==> config.mk <==
export PLATFORM = sky130hd
export DESIGN_NAME = load_ext_unit
export DESIGN_NICKNAME = d
export VERILOG_FILES = /design/src/rtl/load_ext_pkg.sv /design/src/rtl/sign_ext_var.sv /design/src/rtl/load_ext_unit.sv
export SDC_FILE = /design/constraint.sdc
export NUM_CORES = 1
export LEC_CHECK = 0
export CORE_MARGIN = 1
export CORE_UTILIZATION = 50
export DETAILED_ROUTE_END_ITERATION = 8
export PLACE_DENSITY = 0.9
export REMOVE_ABC_BUFFERS = 1
export SYNTH_ARGS = -nofsm -noshare
export SYNTH_HDL_FRONTEND = slang
export SYNTH_HIERARCHICAL = 1
export SYNTH_SLANG_ARGS = --single-unit
==> constraint.sdc <==
create_clock -name clk -period 3.6 [get_ports clk]
set_input_delay 0.72 -clock clk [delete_from_list [all_inputs] [get_ports clk]]
set_output_delay 0.72 -clock clk [all_outputs]
set_load 0.01 [all_outputs]
==> src/rtl/load_ext_pkg.sv <==
// Shared definitions for the load-data formatter: funct3 encodings,
// buffer state encoding and the result record held in the output buffer.
package load_ext_pkg;

    // Load funct3 encodings
    localparam logic [2:0] F3_LB  = 3'b000;
    localparam logic [2:0] F3_LH  = 3'b001;
    localparam logic [2:0] F3_LW  = 3'b010;
    localparam logic [2:0] F3_LD  = 3'b011;
    localparam logic [2:0] F3_LBU = 3'b100;
    localparam logic [2:0] F3_LHU = 3'b101;
    localparam logic [2:0] F3_LWU = 3'b110;

    // Result record fields are sized for the widest supported configuration
    // (XLEN=64, tags up to 16 bits); narrower units use the low bits.
    localparam int LR_DATA_W = 64;
    localparam int LR_TAG_W  = 16;

    typedef enum logic [1:0] {
        ST_EMPTY = 2'd0,
        ST_ONE   = 2'd1,
        ST_TWO   = 2'd2
    } buf_state_e;

    typedef struct packed {
        logic [LR_DATA_W-1:0] data;
        logic [LR_TAG_W-1:0]  tag;
        logic                 misalign;
        logic                 illegal;
    } load_res_t;

endpackage

==> src/rtl/sign_ext_var.sv <==
// Variable-size extender: keeps the low (8 << Size) bits of In and fills
// the rest with the top kept bit (Signed=1) or zeros (Signed=0).
module sign_ext_var #(
    parameter int XLEN = 32
) (
    input  logic [XLEN-1:0] In,
    input  logic [1:0]      Size,
    input  logic            Signed,
    output logic [XLEN-1:0] Out
);

    int   kept;
    logic top;

    // Pick the sign bit of the kept field, then fill bit-by-bit above it
    always_comb begin
        kept = 8 << Size;
        case (Size)
            2'd0:    top = In[7];
            2'd1:    top = In[15];
            2'd2:    top = In[31];
            default: top = In[XLEN-1];
        endcase
        Out = '0;
        for (int i = 0; i < XLEN; i++) begin
            Out[i] = (i < kept) ? In[i] : (Signed & top);
        end
    end

endmodule

==> src/rtl/load_ext_unit.sv <==
// Pipelined load-data formatter: byte shift, size/sign extension and
// misalign/illegal flagging, registered behind a 2-entry skid buffer.
//
// Handshake: a transfer happens on a rising edge where valid && ready on
// that side. Out_* stay stable while Out_Valid=1 and Out_Ready=0. In_Ready
// depends only on the buffer state, never combinationally on Out_Ready.
module load_ext_unit
    import load_ext_pkg::*;
#(
    parameter int XLEN  = 32,
    parameter int TAG_W = 5
) (
    input  logic                       clk,
    input  logic                       rst,
    input  logic                       In_Valid,
    output logic                       In_Ready,
    input  logic [XLEN-1:0]            In_Data,
    input  logic [$clog2(XLEN/8)-1:0]  In_Off,
    input  logic [2:0]                 In_Funct3,
    input  logic [TAG_W-1:0]           In_Tag,
    output logic                       Out_Valid,
    input  logic                       Out_Ready,
    output logic [XLEN-1:0]            Out_Data,
    output logic [TAG_W-1:0]           Out_Tag,
    output logic                       Out_Misalign,
    output logic                       Out_Illegal,
    output logic [1:0]                 dbg_state
);

    localparam int OFF_W = $clog2(XLEN/8);

    logic [1:0]      size_lg;
    logic            sgn;
    logic            illegal;
    logic            misalign;
    logic [OFF_W-1:0] off_mask;
    logic [XLEN-1:0] shifted;
    logic [XLEN-1:0] ext;
    load_res_t       nxt;

    buf_state_e      state;
    load_res_t       main_q;
    load_res_t       skid_q;
    logic            in_fire;
    logic            out_fire;
    logic            unused_bits;

    // Decode funct3 into access size, signedness and legality
    always_comb begin
        size_lg = 2'd0;
        sgn     = 1'b1;
        illegal = 1'b0;
        case (In_Funct3)
            F3_LB:   begin size_lg = 2'd0; sgn = 1'b1; end
            F3_LH:   begin size_lg = 2'd1; sgn = 1'b1; end
            F3_LW:   begin size_lg = 2'd2; sgn = 1'b1; end
            F3_LD:   begin size_lg = 2'd3; sgn = 1'b1; illegal = (XLEN != 64); end
            F3_LBU:  begin size_lg = 2'd0; sgn = 1'b0; end
            F3_LHU:  begin size_lg = 2'd1; sgn = 1'b0; end
            F3_LWU:  begin size_lg = 2'd2; sgn = 1'b0; illegal = (XLEN != 64); end
            default: illegal = 1'b1;
        endcase
    end

    assign shifted = In_Data >> {In_Off, 3'b000};

    sign_ext_var #(.XLEN(XLEN)) u_ext (
        .In     (shifted),
        .Size   (size_lg),
        .Signed (sgn),
        .Out    (ext)
    );

    // Misalign check and error precedence (illegal masks misalign)
    always_comb begin
        off_mask     = OFF_W'((4'd1 << size_lg) - 4'd1);
        misalign     = (In_Off & off_mask) != '0;
        nxt          = '0;
        nxt.tag      = LR_TAG_W'(In_Tag);
        nxt.illegal  = illegal;
        nxt.misalign = !illegal && misalign;
        nxt.data     = (illegal || misalign) ? '0 : LR_DATA_W'(ext);
    end

    assign in_fire  = In_Valid && In_Ready;
    assign out_fire = Out_Valid && Out_Ready;

    // Skid buffer FSM: main holds the oldest entry, skid the next one
    always_ff @(posedge clk) begin
        if (rst) begin
            state  <= ST_EMPTY;
            main_q <= '0;
            skid_q <= '0;
        end else begin
            case (state)
                ST_EMPTY: begin
                    if (in_fire) begin
                        main_q <= nxt;
                        state  <= ST_ONE;
                    end
                end
                ST_ONE: begin
                    if (in_fire && !out_fire) begin
                        skid_q <= nxt;
                        state  <= ST_TWO;
                    end else if (!in_fire && out_fire) begin
                        state  <= ST_EMPTY;
                    end else if (in_fire && out_fire) begin
                        main_q <= nxt;
                    end
                end
                ST_TWO: begin
                    if (out_fire) begin
                        main_q <= skid_q;
                        state  <= ST_ONE;
                    end
                end
                default: state <= ST_EMPTY;
            endcase
        end
    end

    assign In_Ready     = (state != ST_TWO);
    assign Out_Valid    = (state != ST_EMPTY);
    assign Out_Data     = main_q.data[XLEN-1:0];
    assign Out_Tag      = main_q.tag[TAG_W-1:0];
    assign Out_Misalign = main_q.misalign;
    assign Out_Illegal  = main_q.illegal;
    assign dbg_state    = state;

    // Record bits above XLEN/TAG_W are never presented on the outputs
    assign unused_bits = ^{main_q.data, main_q.tag};

endmodule

==> results.txt <==
fin util: 66.9%
LEAKAGE: 1.89 nW
Avg Cell Area, Syn: 8.18 µm²
H-Tree Depth: 3
CORE AREA: 7890 µm²
Setup Fix Bufs, Post-CTS: 0
Synth Area in Compound Gates: 29.6%
Port Buffers: 88
Clock Path Buffers: 2
Sw Share: 28.6%
Hold Buf Count CTS: 0
synthesized area: 4180 µm²
Routability Congestion: 0.921
dpl hpwl: 7920 µm
Net Switching: 634 µW
CTS tree: done
CP Data Required Time: 3.81 ns
Slew headroom: 57.5%
Comb power frac: 23.2%
DRT Pass-1 Iters: 6
Wirelength per Cell: 17.1 µm
Period minus WS final: 2.90 ns
Int Power: 1.58 mW
portion of netlist area occupied by mux cells: 4.37%
first-pass GRT wire length: 18800 µm
sequential share of power: 43.8%
Die W: 93.4 µm
CP Capture Type: flip-flop
final setup violation count: 0
CP Class: input port to flip-flop
Starting Density: 53.0%
initial antenna violation count: 0
CTS root buffer: clkbuf_8
Max FO, Critical Path: 16
measured slew at the worst slew-check pin: 0.625 ns
Hold Path Stages: 2
R2R depth: 11
Final period util: 80.4%
post-route DRC violation count: 0
post-synth cell types: 37
Core Rows: 32
Synth Area in XOR/XNOR: 0%
RSZ-0062 raised after global routing: false
worst-skew pair later-pin latency: 0.35 ns
area occupied by multi-input gates: 2300 µm²
Worst IR Drop VDD: 0.000204 V
final WL: 11500 µm
Num CTS Buffers: 9
fill cell count: 645
WP data arrival: 3.11 ns
fin nets: 616
Ys Warns: 6
Slew Limit Fails: 0
max-cap violations: 0
share of cells above drive strength 1: 10.5%
total track usage: 27.2%
antenna-violating nets left: 0
Fmax: 345 MHz
Seq/Total Area, Yosys: 38.3%
die height: 93.4 µm
vias: 4156
Top Ports: 89
worst hold path type: flip-flop to flip-flop
crit start category: input port
outcome: complete, no violations
design area: 5270 µm²
vias per inst: 6.17
final hold vios: 0
# resized after CTS: 0
Area growth, synth to finish: 26.2%
Power per Cell Area: 420 nW/µm²
ANT cells: 0
Mapped Cells: 511
Clk pwr share: 33.1%
number of DRC markers in iteration 0: 259
simple-gate share of the synthesized area: 19.3%
final setup skew: 0.00649 ns
largest family of logic cells by synthesized area: compound AO/OA/AOI/OAI gates
total die area: 8730 µm²
Post-Synth Adder-Cell Area: 0.898%
Reg clk slew, reported paths: 0.08 ns
placed inst area: 5050 µm²
Yosys reg bits: 80
number of global-route vias before repair: 4064
pin count of the biggest net entering global routing: 44
clk sink count: 80
GRT overflow: 0
register area: 1600 µm²
-- per-stage QoR --
| stage | setup WS (ns) | hold slack [ns] | instances | power (mW) | setup TNS (ns) |
|---|---|---|---|---|---|
| after global routing | 0.555 | 0.489 | 674 | 2.31 | 0 |
| after floorplan | -2.05 | 0.431 | 450 | 1.24 | -111.93 |
| final | 0.704 | 0.462 | 674 | 2.22 | 0 |
| after detailed placement | 0.381 | 0.448 | 658 | 1.50 | 0 |
| after global placement | 0.526 | 0.443 | 658 | 1.48 | 0 |
| after CTS | 0.725 | 0.460 | 674 | 2.22 | 0 |
-- final cells by class --
class / instances / area share [%]
Sequential cell: 80 / 30.4
Inverter: 4 / 0.285
Multi-Input combinational cell: 366 / 43.6
Timing Repair Buffer: 106 / 19.2
Tap cell: 102 / 2.42
Clock inverter: 5 / 1.52
Clock buffer: 11 / 2.68
-- worst paths after layout --
kind	start	endpoint	slack, ns
max	In_Funct3[0]	Out_Data[26]	0.70
min	skid_q[6]	skid_q[6]	0.46
max reg2reg	dbg_state[1]	Out_Tag[0]	1.00
min reg2reg	skid_q[6]	skid_q[6]	0.46
-- state kept, by name, summed over array words and instances (netlist names) --
signal	count
Out_Data	32
Out_Tag	5
Out_Illegal	1
dbg_state	2
skid_q	39
Out_Misalign	1
-- placed cells by master (no fill, tap or decap), drive strengths merged, types with 2 or more instances in the layout --
master	netlist	layout
clkdlybuf4s50	0	87
dfxtp	80	80
a22oi	64	64
nand2	58	58
nor2	49	49
a211oi	42	42
nor3	40	40
o21ai	34	34
buf	23	19
a21oi	18	18
mux2i	17	17
clkbuf	38	11
nor2b	10	10
and2	9	9
a311oi	5	5
inv	4	4
nand2b	4	4
ha	3	3
or2	2	2
nand3b	2	2
nand4bb	2	2
bufinv	0	2
clkinvlp	0	2
a21boi	2	2
-- metal layers --
| layer | global-route usage [%] | up-vias | routed length, µm | part of all wire (%) |
|---|---|---|---|---|
| met2 | 45.8 | 206 | 5750 | 50 |
| met5 | 0 | - | 0 | 0 |
| met1 | 32.9 | 1961 | 4470 | 39 |
| li1 | - | 1955 | - | - |
| met3 | 4.15 | 34 | 907 | 7.9 |
| met4 | 15.5 | 0 | 383 | 3.3 |
-- worst max-delay path, cell delays in order --
cell and delay (ns):
clkdlybuf4s50_1 0.58, a21boi_0 0.56, mux2i_4 0.68, o21ai_0 0.24
a22oi_1 0.23, a211oi_1 0.10
-- synth_stat cells, drive strengths merged --
library cell  number  area share (%)
a211oi            42             8.6
a21boi             2            0.36
a21oi             18             2.2
a22oi             64              12
a311oi             5             1.0
and2               9             1.3
buf               23             3.6
clkbuf            38             3.4
dfxtp             80              38
ha                 3            0.90
inv                4            0.36
mux2i             17             4.4
nand2             58             5.2
nand2b             4            0.78
nand3b             2            0.36
nand4bb            2            0.54
nor2              49             4.4
nor2b             10             1.5
nor3              40             4.9
o21a               1            0.18
o21ai             34             5.0
o221ai             1            0.21
o22a               1            0.21
o31a               1            0.21
o31ai              1            0.18
or2                2            0.30
-- power groups by stage --
stage	logic (mW)	clock network, mW	registers, mW
5_1_grt	0.553	0.779	0.976
3_5_place_dp	0.509	0	0.990
4_1_cts	0.512	0.736	0.970
2_1_floorplan	0.234	0	1.00
6_report	0.514	0.733	0.970
3_3_place_gp	0.495	0	0.988
-- kinds of logic (layout without fill, tap and decap cells) --
family | count (synthesis) | after routing
DFF | 80 | 80
and+or+nand+nor | 176 | 176
adders and majority gates | 3 | 3
AOI/OAI and AO/OA | 170 | 170
muxes | 17 | 17
buffers and inverters | 65 | 126
Power figures use the tool's default switching activity.
